### config.mk
export PLATFORM = sky130hd
export DESIGN_NAME = sum_window_stats
export DESIGN_NICKNAME = d
export VERILOG_FILES = /design/src/rtl/sum_stats_pkg.sv /design/src/rtl/minmax_tracker.sv /design/src/rtl/sum_window_stats.sv
export SDC_FILE = /design/constraint.sdc
export NUM_CORES = 1
export LEC_CHECK = 0
export CAP_MARGIN = 20
export CORE_MARGIN = 2
export CORE_UTILIZATION = 45
export DETAILED_ROUTE_END_ITERATION = 10
export PLACE_DENSITY = 0.7
export REMOVE_ABC_BUFFERS = 1
export SETUP_SLACK_MARGIN = 0.02
export SLEW_MARGIN = 25
export SYNTH_ARGS = -nofsm -noshare
export SYNTH_HDL_FRONTEND = slang
export SYNTH_HIERARCHICAL = 1
export SYNTH_SLANG_ARGS = --single-unit
### constraint.sdc
create_clock -name clk -period 7.9 [get_ports clk]
set_input_delay 1.58 -clock clk [delete_from_list [all_inputs] [get_ports clk]]
set_output_delay 1.58 -clock clk [all_outputs]
set_load 0.01 [all_outputs]
### src/rtl/sum_stats_pkg.sv
`default_nettype none
// ============================================================================
//  Module      : sum_stats_pkg
//  Description : Shared constants and the output-register state encoding
//                for the windowed sum statistics block.
//  Revision    : 1.0  initial release
// ============================================================================
package sum_stats_pkg;

    // Default width of the incoming running-sum samples
    localparam int unsigned IN_W_DEFAULT = 11;

    // Width of the window sequence number (wraps 255 -> 0)
    localparam int unsigned SEQ_W = 8;

    // Output register occupancy
    typedef enum logic [0:0] {
        ST_EMPTY = 1'b0,
        ST_FULL  = 1'b1
    } out_state_e;

endpackage : sum_stats_pkg
`default_nettype wire

### src/rtl/minmax_tracker.sv
`default_nettype none
// ============================================================================
//  Module      : minmax_tracker
//  Description : Tracks unsigned minimum and maximum of a sample stream.
//                i_load restarts tracking from the current sample,
//                i_update folds the current sample into the running values.
//                o_*_nxt expose the values including the current sample so
//                the caller can capture them on the same edge.
//  Revision    : 1.0  initial release
// ============================================================================
module minmax_tracker #(
    parameter int unsigned WIDTH = 11
) (
    input  logic             clk,
    input  logic             reset,
    input  logic             i_load,
    input  logic             i_update,
    input  logic [WIDTH-1:0] i_data,
    output logic [WIDTH-1:0] o_min,
    output logic [WIDTH-1:0] o_max,
    output logic [WIDTH-1:0] o_min_nxt,
    output logic [WIDTH-1:0] o_max_nxt
);

    logic [WIDTH-1:0] min_d, min_q;
    logic [WIDTH-1:0] max_d, max_q;

    // Next min/max: load overrides update so a new window never sees stale values
    always_comb begin
        min_d = min_q;
        max_d = max_q;
        if (i_load) begin
            min_d = i_data;
            max_d = i_data;
        end else if (i_update) begin
            if (i_data < min_q) min_d = i_data;
            if (i_data > max_q) max_d = i_data;
        end
    end

    // Min/max state registers
    always_ff @(posedge clk) begin
        if (reset) begin
            min_q <= '0;
            max_q <= '0;
        end else begin
            min_q <= min_d;
            max_q <= max_d;
        end
    end

    assign o_min     = min_q;
    assign o_max     = max_q;
    assign o_min_nxt = min_d;
    assign o_max_nxt = max_d;

endmodule : minmax_tracker
`default_nettype wire

### src/rtl/sum_window_stats.sv
`default_nettype none
// ============================================================================
//  Module      : sum_window_stats
//  Description : Groups an unsigned sample stream into windows of
//                2^LOG2_WIN accepted samples and emits average, min, max
//                and sequence number per window through a one-deep
//                valid/ready result register with sticky overrun flag.
//  Revision    : 1.0  initial release
// ============================================================================
module sum_window_stats
    import sum_stats_pkg::*;
#(
    parameter int unsigned IN_W     = IN_W_DEFAULT,
    parameter int unsigned LOG2_WIN = 3
) (
    input  logic             clk,
    input  logic             reset,
    input  logic             in_valid,
    input  logic [IN_W-1:0]  in_data,
    output logic             out_valid,
    input  logic             out_ready,
    output logic [IN_W-1:0]  out_avg,
    output logic [IN_W-1:0]  out_min,
    output logic [IN_W-1:0]  out_max,
    output logic [SEQ_W-1:0] out_seq,
    output logic             overrun
);

    // Accumulator is wide enough to hold a full window of max-valued samples
    localparam int unsigned c_ACC_W = IN_W + LOG2_WIN;

    logic [c_ACC_W-1:0]  acc_d, acc_q;
    logic [LOG2_WIN-1:0] cnt_d, cnt_q;
    logic [SEQ_W-1:0]    win_d, win_q;
    out_state_e          state_d, state_q;
    logic [IN_W-1:0]     avg_d, avg_q;
    logic [IN_W-1:0]     rmin_d, rmin_q;
    logic [IN_W-1:0]     rmax_d, rmax_q;
    logic [SEQ_W-1:0]    seq_d, seq_q;
    logic                overrun_d, overrun_q;

    logic                w_first;
    logic                w_complete;
    logic [c_ACC_W-1:0]  w_acc_sum;
    logic [IN_W-1:0]     w_min_cur, w_max_cur;
    logic [IN_W-1:0]     w_min_nxt, w_max_nxt;

    assign w_first    = (cnt_q == '0);
    assign w_complete = in_valid && (cnt_q == {LOG2_WIN{1'b1}});
    // First sample of a window starts from zero rather than the old total
    assign w_acc_sum  = (w_first ? '0 : acc_q) + c_ACC_W'(in_data);

    minmax_tracker #(
        .WIDTH (IN_W)
    ) u_minmax (
        .clk       (clk),
        .reset     (reset),
        .i_load    (in_valid && w_first),
        .i_update  (in_valid && !w_first),
        .i_data    (in_data),
        .o_min     (w_min_cur),
        .o_max     (w_max_cur),
        .o_min_nxt (w_min_nxt),
        .o_max_nxt (w_max_nxt)
    );

    // Window accumulation: sum, sample count and window index
    always_comb begin
        acc_d = acc_q;
        cnt_d = cnt_q;
        win_d = win_q;
        if (in_valid) begin
            acc_d = w_acc_sum;
            cnt_d = cnt_q + 1'b1;
        end
        if (w_complete) begin
            win_d = win_q + 1'b1;
        end
    end

    // Result register and occupancy FSM; a completion always loads new fields
    always_comb begin
        state_d   = state_q;
        overrun_d = overrun_q;
        avg_d     = avg_q;
        rmin_d    = rmin_q;
        rmax_d    = rmax_q;
        seq_d     = seq_q;
        case (state_q)
            ST_EMPTY: begin
                if (w_complete) state_d = ST_FULL;
            end
            ST_FULL: begin
                if (w_complete) begin
                    state_d = ST_FULL;
                    // Overwriting a result the sink never took
                    if (!out_ready) overrun_d = 1'b1;
                end else if (out_ready) begin
                    state_d = ST_EMPTY;
                end
            end
            default: state_d = ST_EMPTY;
        endcase
        if (w_complete) begin
            avg_d  = w_acc_sum[c_ACC_W-1 -: IN_W];
            rmin_d = w_min_nxt;
            rmax_d = w_max_nxt;
            seq_d  = win_q;
        end
    end

    // All state registers
    always_ff @(posedge clk) begin
        if (reset) begin
            acc_q     <= '0;
            cnt_q     <= '0;
            win_q     <= '0;
            state_q   <= ST_EMPTY;
            avg_q     <= '0;
            rmin_q    <= '0;
            rmax_q    <= '0;
            seq_q     <= '0;
            overrun_q <= 1'b0;
        end else begin
            acc_q     <= acc_d;
            cnt_q     <= cnt_d;
            win_q     <= win_d;
            state_q   <= state_d;
            avg_q     <= avg_d;
            rmin_q    <= rmin_d;
            rmax_q    <= rmax_d;
            seq_q     <= seq_d;
            overrun_q <= overrun_d;
        end
    end

    assign out_valid = (state_q == ST_FULL);
    assign out_avg   = avg_q;
    assign out_min   = rmin_q;
    assign out_max   = rmax_q;
    assign out_seq   = seq_q;
    assign overrun   = overrun_q;

    // Running min/max registers are only observed through the result path
    logic w_unused;
    assign w_unused = ^{w_min_cur, w_max_cur};

endmodule : sum_window_stats
`default_nettype wire

==> After elaboration in Yosys (flattened, before gate mapping) <==
Index checks and enable logic that the tools add are counted.
{ "totals": {"register_bits": 90, "in_bits": 15, "out_inout_bits": 43, "elab_cells": 36} }
{ "op_classes": {"addsub": 3, "n_lt_le_gt_ge": 2, "n_eq_ne": 1, "mux": 11, "bitwise_logic": 2, "n_reduce_logical": 6} }
{ "ops": {"columns": ["op", "n"], "rows": [
  ["11-bit two-way mux", 6],
  ["14-bit by 11-bit adder with 14-bit output", 1],
  ["14-bit two-way mux", 1],
  ["11-bit > comparator", 1],
  ["11-bit less-than comparator", 1],
  ["8-bit by 1-bit adder with 8-bit output (second input constant)", 1],
  ["3-bit by 1-bit adder with 3-bit output (second input constant)", 1],
  ["3-bit equality test (second input constant)", 1],
  ["1-bit logical AND", 3],
  ["3-bit zero test", 1],
  ["1-bit two-way mux", 3],
  ["3-bit AND reduction", 1],
  ["1-bit inverter", 2],
  ["1-bit case mux with 2 select lines", 1],
  ["1-bit zero test", 1]
]} }

==> Depth between registers and ports, before layout <==
Gate-level depths: netlist of the first run.
{ "depth": {"depth_word": 5, "depth_mapped": 14} }

==> Modules after synthesis <==
Netlist of the first run, hierarchy kept.
{ "by_module_without_submodules": {"columns": ["mod", "instances", "cells_each", "area_per_inst_um2"], "rows": [
  ["sum_window_stats", 1, 383, 3151.8],
  ["minmax_tracker", 1, 173, 1704.1]
]} }

==> Least setup slack after synthesis of the first run <==
Ideal clock, no wire load.
{ "synth_path": {"kind": "input-to-reg", "from": "input in_data[8]", "to": "register rmax_q[1] (netlist: out_max[1])", "setup_ps": 132, "arrival_time_ps": 3302, "required_time_ps": 7768, "setup_slack_ps": 4466, "cell_stages": 9, "cell_sequence": "ha_1 -> a211oi_2 -> nor2_1 -> a2111o_1 -> a21oi_4 -> buf_8 -> mux2_4 -> nand2_1 -> a21oi_1"} }
{ "synth_between": {"elab_chain_len": 4} }
{ "synth_lines": {"columns": ["item", "line", "text"], "rows": [
  ["start, declared", "sum_window_stats.sv:19", "input logic [IN_W-1:0] in_data,"],
  ["11-bit > comparator", "minmax_tracker.sv:37", "if (i_data > max_q) max_d = i_data;"],
  ["11-bit two-way mux", "minmax_tracker.sv:37", null],
  ["11-bit two-way mux", "minmax_tracker.sv:35", "end else if (i_update) begin"],
  ["11-bit two-way mux", "minmax_tracker.sv:32", "if (i_load) begin"],
  ["via w_max_nxt[1]", "sum_window_stats.sv:46", "logic [IN_W-1:0] w_min_nxt, w_max_nxt;"],
  ["end signal, assigned", "sum_window_stats.sv:131", "rmax_q <= rmax_d;"],
  ["end, declared", "sum_window_stats.sv:38", "logic [IN_W-1:0] rmax_d, rmax_q;"]
]} }
The timed path passes the listed nets, and every way through them passes these cells.
A chain may end at the register's enable or synchronous reset.

==> Worst setup path after layout of the first run <==
{ "layout_path": {"from": "input in_data[9]", "to": "register rmin_q[8] (netlist: out_min[8])"} }
{ "layout_between": {"elab_chain_len": 4} }
{ "layout_lines": {"columns": ["item", "line", "text"], "rows": [
  ["11-bit less-than comparator", "minmax_tracker.sv:36", "if (i_data < min_q) min_d = i_data;"],
  ["11-bit two-way mux", "minmax_tracker.sv:36", null],
  ["11-bit two-way mux", "minmax_tracker.sv:35", null],
  ["11-bit two-way mux", "minmax_tracker.sv:32", null],
  ["via w_min_nxt[8]", "sum_window_stats.sv:46", null],
  ["end signal, assigned", "sum_window_stats.sv:130", "rmin_q <= rmin_d;"],
  ["end, declared", "sum_window_stats.sv:37", "logic [IN_W-1:0] rmin_d, rmin_q;"]
]} }
The timed path passes the listed nets, and every way through them passes these cells.

==> flow_summary.json, run 1 <==
{
  "critPathKind": "in -> reg",
  "vias": 3965,
  "wl_met1_um": 5020,
  "drt-initial-drc-count": 142,
  "wl_met2_um": 5460,
  "port_buffers": 57,
  "required_ns": 8.11,
  "routabilityCongestion": 0.781,
  "hpwlAfterDp_um": 7400,
  "synth.distinct_cells": 57,
  "max_slew.worst_pin.slew_ns": 0.907,
  "die_h_um": 108,
  "startpoint_type": "input port",
  "cts_max_level": 3,
  "clockBufferDepth": 2,
  "clock-sinks": 90,
  "power.density_nw_per_um2": 181,
  "firstDrtPassIters": 4,
  "yosysWarnings": 6,
  "synth-edff-count": 0,
  "start_util_pct": 46.6,
  "fin_crit_sh_pct": 53.8,
  "synthArstFlopShare_pct": 0,
  "outcome": "completed",
  "clkTransAtPathRegs_ns": 0.09,
  "ys_seq_area_share_pct": 37.1,
  "grtUsageTotal_pct": 19.9,
  "grt_pass1_wl_um": 18500,
  "met3_length_um": 305,
  "grt_max_degree": 96,
  "cp_max_fo": 14,
  "numCtsBuffers": 9,
  "fmax_ghz": 0.235,
  "setup_tns_ns": 0,
  "core_area_um2": 10400,
  "leakagePower_nw": 2.18,
  "hold_buffers": 0,
  "synth_area_um2": 4860,
  "yosys_register_bits": 90,
  "fin_util_pct": 54.8,
  "rsz0062_at_grt": "no",
  "min_path_type": "reg -> reg",
  "max_cap_viol_count": 0,
  "grt_pass1_vias": 3884,
  "slew_headroom_pct": 39.5,
  "routed.top_layer": "met4",
  "io_pins": 58,
  "period_needed_ns": 4.25,
  "final-setup-viol-count": 0,
  "skew_ns": 0.00981,
  "drive_above_1_share_pct": 9.26,
  "end_kind": "flip-flop",
  "antenna_found_initial": 0,
  "n_fill_cell": 965,
  "clock_latency_ns": 0.36,
  "ant_nets": 0,
  "drc": 0,
  "die_width_um": 108,
  "syn_avg_cell_area_um2": 8.73,
  "fp-row-count": 37,
  "finalHoldViolations": 0,
  "cts_tree": "yes",
  "vias_per_cell": 5.35,
  "routed_wl_um": 10900,
  "nNetsFinal": 653,
  "post_cts_buffers": 0,
  "cts_resized": 0,
  "whs_ns": 0.456,
  "ys.flop_type": "dfxtp_1",
  "synthesis.instances": 556,
  "syn2layout_area_growth_pct": 17.4,
  "grt_overflow_total": 0,
  "cts_root_buf": "clkbuf_8",
  "wl_per_cell_um": 14.7,
  "die-area_um2": 11600,
  "n_antenna_cell": 0,
  "arrival_ns": 4.46,
  "slew_violations": 0,
  "ir_drop_mv": 0.0945
}
[logic make-up after synthesis]
group | Yosys count | share of synthesized area [%]
buffers and inverters | 56 | 5.28
multiplexers | 42 | 9.92
AO/OA/AOI/OAI | 117 | 15.8
XOR/XNOR | 12 | 2.16
adder cells (fa/ha/maj) | 37 | 9.69
flip-flops | 90 | 37.1
AND/OR/NAND/NOR | 202 | 20.0
[cells in the final DEF, fill, tap and decap left out, types with 3 or more instances in the layout]
master | Yosys | routed
a211oi_1 | 11 | 11
a21o_1 | 3 | 3
a21oi_1 | 53 | 53
a31oi_1 | 5 | 5
and2_1 | 13 | 13
buf_4 | 4 | 5
clkbuf_8 | 0 | 10
clkdlybuf4s50_1 | 0 | 56
dfxtp_1 | 90 | 90
ha_1 | 36 | 36
inv_1 | 28 | 28
mux2_2 | 13 | 13
mux2_4 | 9 | 9
mux2i_1 | 20 | 20
nand2_1 | 86 | 86
nand2b_1 | 30 | 30
nand3_1 | 9 | 9
nand3b_1 | 3 | 3
nand4_1 | 7 | 7
nor2_1 | 35 | 35
nor2b_1 | 5 | 5
o21ai_0 | 13 | 13
o2bb2ai_1 | 10 | 10
o31ai_1 | 3 | 3
or3_1 | 4 | 4
xnor2_1 | 5 | 5
xor2_1 | 7 | 7
[metal layers]
layer | vias up | global-route usage (%)
li1 | 2012 | -
met1 | 1886 | 24.9
met2 | 58 | 35.3
met3 | 9 | 3.15
met4 | 0 | 5.22
met5 | - | 0
[final cells by class]
| class | count | area [um2] | area share [%] |
|---|---|---|---|
| Clock inverter | 5 | 87.6 | 1.54 |
| Inverter | 28 | 105 | 1.84 |
| Multi-Input combinational cell | 410 | 2800 | 49.1 |
| Timing Repair Buffer | 62 | 603 | 10.6 |
| Clock buffer | 10 | 138 | 2.41 |
| Sequential cell | 90 | 1800 | 31.6 |
| Tap cell | 136 | 170 | 2.98 |
[cells in the mapped netlist (4+ instances only)]
library cell  instances  area (um2)
dfxtp_1              90        1800
nand2_1              86         323
a21oi_1              53         265
ha_1                 36         450
nor2_1               35         131
nand2b_1             30         188
inv_1                28         105
mux2i_1              20         200
clkbuf_1             17        63.8
and2_1               13        81.3
mux2_2               13         146
o21ai_0              13        65.1
a211oi_1             11        82.6
o2bb2ai_1            10        87.6
mux2_4                9         135
nand3_1               9        45.0
nand4_1               7        43.8
xor2_1                7        61.3
a31oi_1               5        31.3
nor2b_1               5        31.3
xnor2_1               5        43.8
buf_4                 4        30.0
or3_1                 4        25.0
[worst paths after layout]
path                                              start                      end  slack (ns)  cells past startpoint
worst max-delay path                         in_data[9]  out_min[8]$_SDFFE_PP0P_        3.65                      9
worst min-delay path            out_seq[3]$_SDFFE_PP0P_  out_seq[3]$_SDFFE_PP0P_        0.46                      2
worst max register to register    cnt_q[0]$_SDFFE_PP0P_   acc_q[12]$_SDFFE_PP0P_        4.65                     13
worst min register to register  out_seq[3]$_SDFFE_PP0P_  out_seq[3]$_SDFFE_PP0P_        0.46                      2
[worst max-delay path: stages]
cell             delay [ns]
clkdlybuf4s50_1        0.56
ha_1                   0.41
nand4_1                0.15
or3_1                  0.38
o22ai_2                0.51
buf_4                  0.37
mux2_2                 0.37
nand2_1                0.06
a21oi_1                0.06
[per-stage QoR]
stage | setup WS (ns) | area (um2) | power, mW | cells
6_report | 3.65 | 5700 | 1.03 | 741
3_5_place_dp | 3.31 | 5480 | 0.684 | 726
5_1_grt | 3.53 | 5700 | 1.08 | 741
4_1_cts | 3.66 | 5700 | 1.04 | 741
3_3_place_gp | 3.30 | 5480 | 0.678 | 726
2_1_floorplan | 4.12 | 4700 | 0.629 | 528
[state kept, by name (all words and copies together) (netlist names)]
register / count
overrun: 1
out_avg: 11
u_minmax/o_max: 11
out_min: 11
out_max: 11
acc_q: 14
out_valid: 1
u_minmax/o_min: 11
cnt_q: 3
win_q: 8
out_seq: 8
[power breakdown]
part	internal, mW	switching (mW)
Combinational	0.0876	0.104
Sequential	0.472	0.0125
Clock	0.188	0.169
No activity file was read; power rests on OpenSTA's default activity.
==> run 2: changes to the inputs <==
Clock period 7.9 ns to 4.05 ns, I/O delays scaled along.
==> run 2 against run 1 <==
  * Via count fell by 0.55%
  * First-iteration DRC count unchanged
  * Design area rose by 0.48%
  * Largest power group unchanged
  * Power increased by 89%
==> flow_summary.json, run 2 (synthesized netlist as in run 1, its figures left out) <==
{
  "outcome": "completed",
  "slew_headroom_pct": 55.0,
  "cts_root_buf": "clkbuf_8",
  "mostFrequentLayoutCells": "dfxtp_1, nand2_1, clkdlybuf4s50_1",
  "drive_above_1_share_pct": 10.3,
  "worstHoldStart": "out_seq[6]$_SDFFE_PP0P_",
  "grt_max_degree": 42,
  "power.density_nw_per_um2": 340,
  "drc": 0,
  "fin_crit_sh_pct": 81.9,
  "drt-initial-drc-count": 142,
  "cp_max_fo": 18,
  "p_comb_share_pct": 19.5,
  "start_util_pct": 46.6,
  "leakagePower_nw": 2.20,
  "period_needed_ns": 3.32,
  "n_fill_cell": 975,
  "placed_cells": 733,
  "arrival_ns": 3.58,
  "p_sw_share_pct": 28.7,
  "clock-sinks": 90,
  "finalHoldViolations": 0,
  "core_area_um2": 10400,
  "met3_length_um": 345,
  "timing.rr.start": "cnt_q[0]$_SDFFE_PP0P_",
  "die-area_um2": 11600,
  "cp_cell_sequence": "inv_1, ha_1, nand2b_1, and2_1, ha_1, inv_1, fa_1, nor2b_1, o31a_1, o31ai_1, a31oi_1, xnor2_1, o41ai_1",
  "largest_reg_flops": 14,
  "die_h_um": 108,
  "n_antenna_cell": 0,
  "port_buffers": 57,
  "vias_per_cell": 5.26,
  "cts_resized": 0,
  "skew_ns": 0.0118,
  "antenna_found_initial": 1,
  "final_common_cell": "dfxtp_1",
  "grt_pass1_wl_um": 17600,
  "fmax_ghz": 0.302,
  "post_cts_buffers": 0,
  "grt_pass1_vias": 3820,
  "die_width_um": 108,
  "stdcell_count": 749,
  "cts_max_level": 3,
  "grt_overflow_total": 0,
  "routabilityCongestion": 0.860,
  "cp_slowest_cell": "nand2b_1",
  "internal_power_mw": 1.39,
  "syn2layout_area_growth_pct": 18.0,
  "pwr-share-seq_pct": 48.4,
  "clockBufferDepth": 2,
  "grtUsageTotal_pct": 18.9,
  "critPathKind": "reg -> reg",
  "end_kind": "flip-flop",
  "p_sw_uw": 560,
  "cp-startpoint": "cnt_q[0]$_SDFFE_PP0P_",
  "firstDrtPassIters": 4,
  "routed_wl_um": 10600,
  "hpwlAfterDp_um": 7680,
  "nNetsFinal": 660,
  "cts_tree": "yes",
  "clkTransAtPathRegs_ns": 0.09,
  "startpoint_type": "flip-flop",
  "wl_met2_um": 5020,
  "setup_tns_ns": 0,
  "min_path_type": "reg -> reg",
  "slew_violations": 0,
  "vias": 3943,
  "max_cap_viol_count": 0,
  "io_pins": 58,
  "hold_buffers": 0,
  "rsz0062_at_grt": "no",
  "cpPeakStageDelay_ns": 0.48,
  "wl_met1_um": 5000,
  "fp-row-count": 37,
  "final-setup-viol-count": 0,
  "ir_drop_mv": 0.155,
  "numCtsBuffers": 9,
  "wl_per_cell_um": 14.1,
  "pwr-share-clk_pct": 32.1,
  "ant_nets": 0,
  "routed.top_layer": "met4",
  "top_register": "acc_q",
  "max_slew.worst_pin.slew_ns": 0.674,
  "clock_latency_ns": 0.37,
  "required_ns": 4.31
}
-- run 2: cell types whose count changed in the layout (fill, tap and decap cells not counted), sizes merged --
cell    previous run  this run
bufinv             2         1
inv               29        30
buf                6        13
clkinv             1         2
-- run 2: stage by stage --
stage               power [mW]  util [%]  hold WS [ns]  area (um2)  setup WS [ns]
finish                    1.95      55.0         0.458        5730          0.734
global route              2.05      55.0         0.477        5730          0.452
CTS                       1.97      55.0         0.460        5730          0.708
detailed placement        1.34      53.1         0.447        5530          0.450
global placement          1.33      53.1         0.443        5530          0.505
floorplan                 1.23         -         0.431        4700           1.04
-- run 2: power groups by stage --
stage	registers, mW	logic, mW	clock network [mW]
5_1_grt	0.949	0.421	0.677
6_report	0.944	0.380	0.627
2_1_floorplan	0.958	0.269	0
3_5_place_dp	0.964	0.379	0
3_3_place_gp	0.962	0.368	0
4_1_cts	0.944	0.382	0.648
-- run 2: metal layers --
layer | vias up | global-route usage (%)
met4 | 0 | 8.06
li1 | 2012 | -
met2 | 63 | 32.0
met3 | 18 | 3.51
met5 | - | 0
met1 | 1850 | 23.5
-- run 2: area by class of cell --
type                    count  area, um2  area share [%]
clock buffers              10        128            2.23
clock inverters             6       72.6            1.27
inverters                  28        105            1.83
multi-input cells         410       2800            48.8
flip-flops and latches     90       1800            31.4
well taps                 136        170            2.97
repair buffers             69        656            11.4
-- run 2: worst paths after layout --
check	cells past startpoint	endpoint	slack (ns)
min reg2reg	2	out_seq[6]$_SDFFE_PP0P_	0.46
max reg2reg	13	out_avg[9]$_SDFFE_PP0P_	0.73
min	2	out_seq[6]$_SDFFE_PP0P_	0.46
max	13	out_avg[9]$_SDFFE_PP0P_	0.73
-- run 2: critical path: cells and delay by family, from the launching register on --
family / cells / cell delay, ns
simple gates: 3 / 0.91
compound gates: 4 / 0.86
fa+ha+maj: 3 / 0.80
flops: 1 / 0.38
xor+xnor: 1 / 0.13
buf+inv: 2 / 0.12
==> run 3: changes to the inputs <==
Settings changed: PLACE_DENSITY 0.7 to 0.72.
Clock period 4.05 ns to 3 ns, I/O delays scaled along.
==> run 3 against run 2 <==
  * Cell count is 4.1% higher
  * Combinational power up 53%
  * Critical path depth is 1 lower
  * First-iteration DRC count shrank 15%
  * Worst setup slack got worse by 0.53 ns
  * Largest power group unchanged
==> flow_summary.json, run 3 (synthesized netlist as in run 1, its figures left out) <==
{
  "outcome": "completed",
  "grt_max_degree": 66,
  "largest_reg_flops": 14,
  "ant_nets": 0,
  "cts_max_level": 3,
  "timing.rr.start": "cnt_q[0]$_SDFFE_PP0P_",
  "fin_ws_ns": 0.201,
  "reg2reg_slack_ns": 0.20,
  "fin_crit_sh_pct": 93.3,
  "leakagePower_nw": 2.37,
  "nNetsFinal": 691,
  "fp-row-count": 37,
  "firstDrtPassIters": 4,
  "slew_violations": 0,
  "final-setup-viol-count": 0,
  "n_fill_cell": 953,
  "clkTransAtPathRegs_ns": 0.10,
  "power.density_nw_per_um2": 453,
  "start_util_pct": 46.6,
  "vias": 4127,
  "ir_drop_mv": 0.243,
  "antenna_found_initial": 0,
  "grtUsageTotal_pct": 19.9,
  "cts_tree": "yes",
  "drt-initial-drc-count": 120,
  "pwr-share-clk_pct": 31.6,
  "pwr-share-seq_pct": 47.0,
  "final_common_cell": "dfxtp_1",
  "drc": 0,
  "end_kind": "flip-flop",
  "hpwlAfterDp_um": 8210,
  "p_sw_uw": 787,
  "reg2reg_to": "acc_q[13]$_SDFFE_PP0P_",
  "cp_slowest_cell": "or4b_1",
  "required_ns": 3.31,
  "dpl_worst_slack_ns": -0.139,
  "numCtsBuffers": 9,
  "max_cap_viol_count": 0,
  "routed_wl_um": 11100,
  "setup_tns_ns": 0,
  "cp_max_fo": 14,
  "vias_per_cell": 5.29,
  "routabilityCongestion": 0.911,
  "clock_latency_ns": 0.37,
  "n_antenna_cell": 0,
  "whs_ns": 0.456,
  "skew_ns": 0.0117,
  "grt_pass1_wl_um": 18600,
  "fmax_ghz": 0.357,
  "critPathMostFrequentCell": "ha_1",
  "clock-sinks": 90,
  "worstHoldStart": "out_min[3]$_SDFFE_PP0P_",
  "top_register": "acc_q",
  "io_pins": 58,
  "p_sw_share_pct": 29.0,
  "grt_pass1_vias": 4025,
  "cpPeakStageDelay_ns": 0.52,
  "slew_headroom_pct": 70.4,
  "drive_above_1_share_pct": 15.1,
  "grt_overflow_total": 0,
  "worstSetupEndpoint": "acc_q[13]$_SDFFE_PP0P_",
  "syn2layout_area_growth_pct": 23.6,
  "multi_input_area_um2": 2810,
  "core_area_um2": 10400,
  "min_path_type": "reg -> reg",
  "mostFrequentLayoutCells": "dfxtp_1, nand2_1, clkdlybuf4s50_1",
  "cp-startpoint": "cnt_q[0]$_SDFFE_PP0P_",
  "hold_buffers": 0,
  "p_total_mw": 2.72,
  "p_comb_share_pct": 21.4,
  "port_buffers": 57,
  "max_slew.worst_pin.slew_ns": 0.439,
  "die_width_um": 108,
  "ff_latch_area_um2": 1800,
  "internal_power_mw": 1.93,
  "cp_cell_sequence": "inv_1, ha_1, nand2b_1, buf_4, and2_1, ha_1, nand3_2, nor3_2, nand2_1, and2_4, or4b_1, a31oi_1",
  "startpoint_type": "flip-flop",
  "rsz0062_at_grt": "yes",
  "finalHoldViolations": 0,
  "die-area_um2": 11600,
  "cts_root_buf": "clkbuf_8",
  "critPathKind": "reg -> reg",
  "clockBufferDepth": 2,
  "reg2reg_depth": 12,
  "die_h_um": 108,
  "arrival_ns": 3.10,
  "period_needed_ns": 2.80,
  "wl_per_cell_um": 14.3
}
==> run 3: what timing repair did <==
item	4_1_cts	5_1_grt
buffers inserted	0	2
setup endpoints to repair	0	6
gates resized for setup	0	3
==> run 3: layer usage <==
layer	routed length [um]	global-route usage [%]	part of all wire, %
met1	5210	25.3	47
met2	5360	34.3	48
met3	435	3.45	3.9
met4	133	6.04	1.2
met5	0	0	0
==> run 3: power by group through the flow <==
stage          clock, mW  combinational, mW  sequential [mW]
2_1_floorplan          0              0.363             1.29
4_1_cts            0.880              0.575             1.28
6_report           0.859              0.582             1.28
5_1_grt            0.920              0.639             1.28
3_5_place_dp           0              0.570             1.30
3_3_place_gp           0              0.552             1.30
==> run 3: critical path: cells and delay by family, from the launching register on <==
family / cells / cell delay, ns
simple gates: 7 / 1.40
buf+inv: 2 / 0.29
fa+ha+maj: 2 / 0.54
compound gates: 1 / 0.17
flops: 1 / 0.35
==> run 3: stage by stage <==
| step | cell area, um2 | instances | util, % |
|---|---|---|---|
| final | 6000 | 780 | 57.6 |
| after CTS | 5970 | 778 | 57.3 |
| after detailed placement | 5770 | 762 | 55.4 |
| after global routing | 6000 | 780 | 57.6 |
| after floorplan | 4700 | 528 | - |
| after global placement | 5770 | 762 | 55.4 |
==> run 3: worst min path at each step <==
stage / slack [ns] / endpoint / cells after the start
floorplan: 0.43 / out_seq[7]$_SDFFE_PP0P_ / 2
global placement: 0.44 / out_seq[3]$_SDFFE_PP0P_ / 2
detailed placement: 0.45 / out_avg[2]$_SDFFE_PP0P_ / 2
CTS: 0.46 / out_max[5]$_SDFFE_PP0P_ / 2
global route: 0.47 / out_max[5]$_SDFFE_PP0P_ / 2
finish: 0.46 / out_min[3]$_SDFFE_PP0P_ / 2
==> run 3: area by class of cell <==
| class | count | area share, % |
|---|---|---|
| multi-input combinational | 410 | 46.8 |
| sequential | 90 | 30.0 |
| timing repair buffer | 100 | 15.2 |
| tap | 136 | 2.84 |
| clock buffer | 10 | 2.13 |
| inverter | 28 | 1.75 |
| clock inverter | 6 | 1.21 |
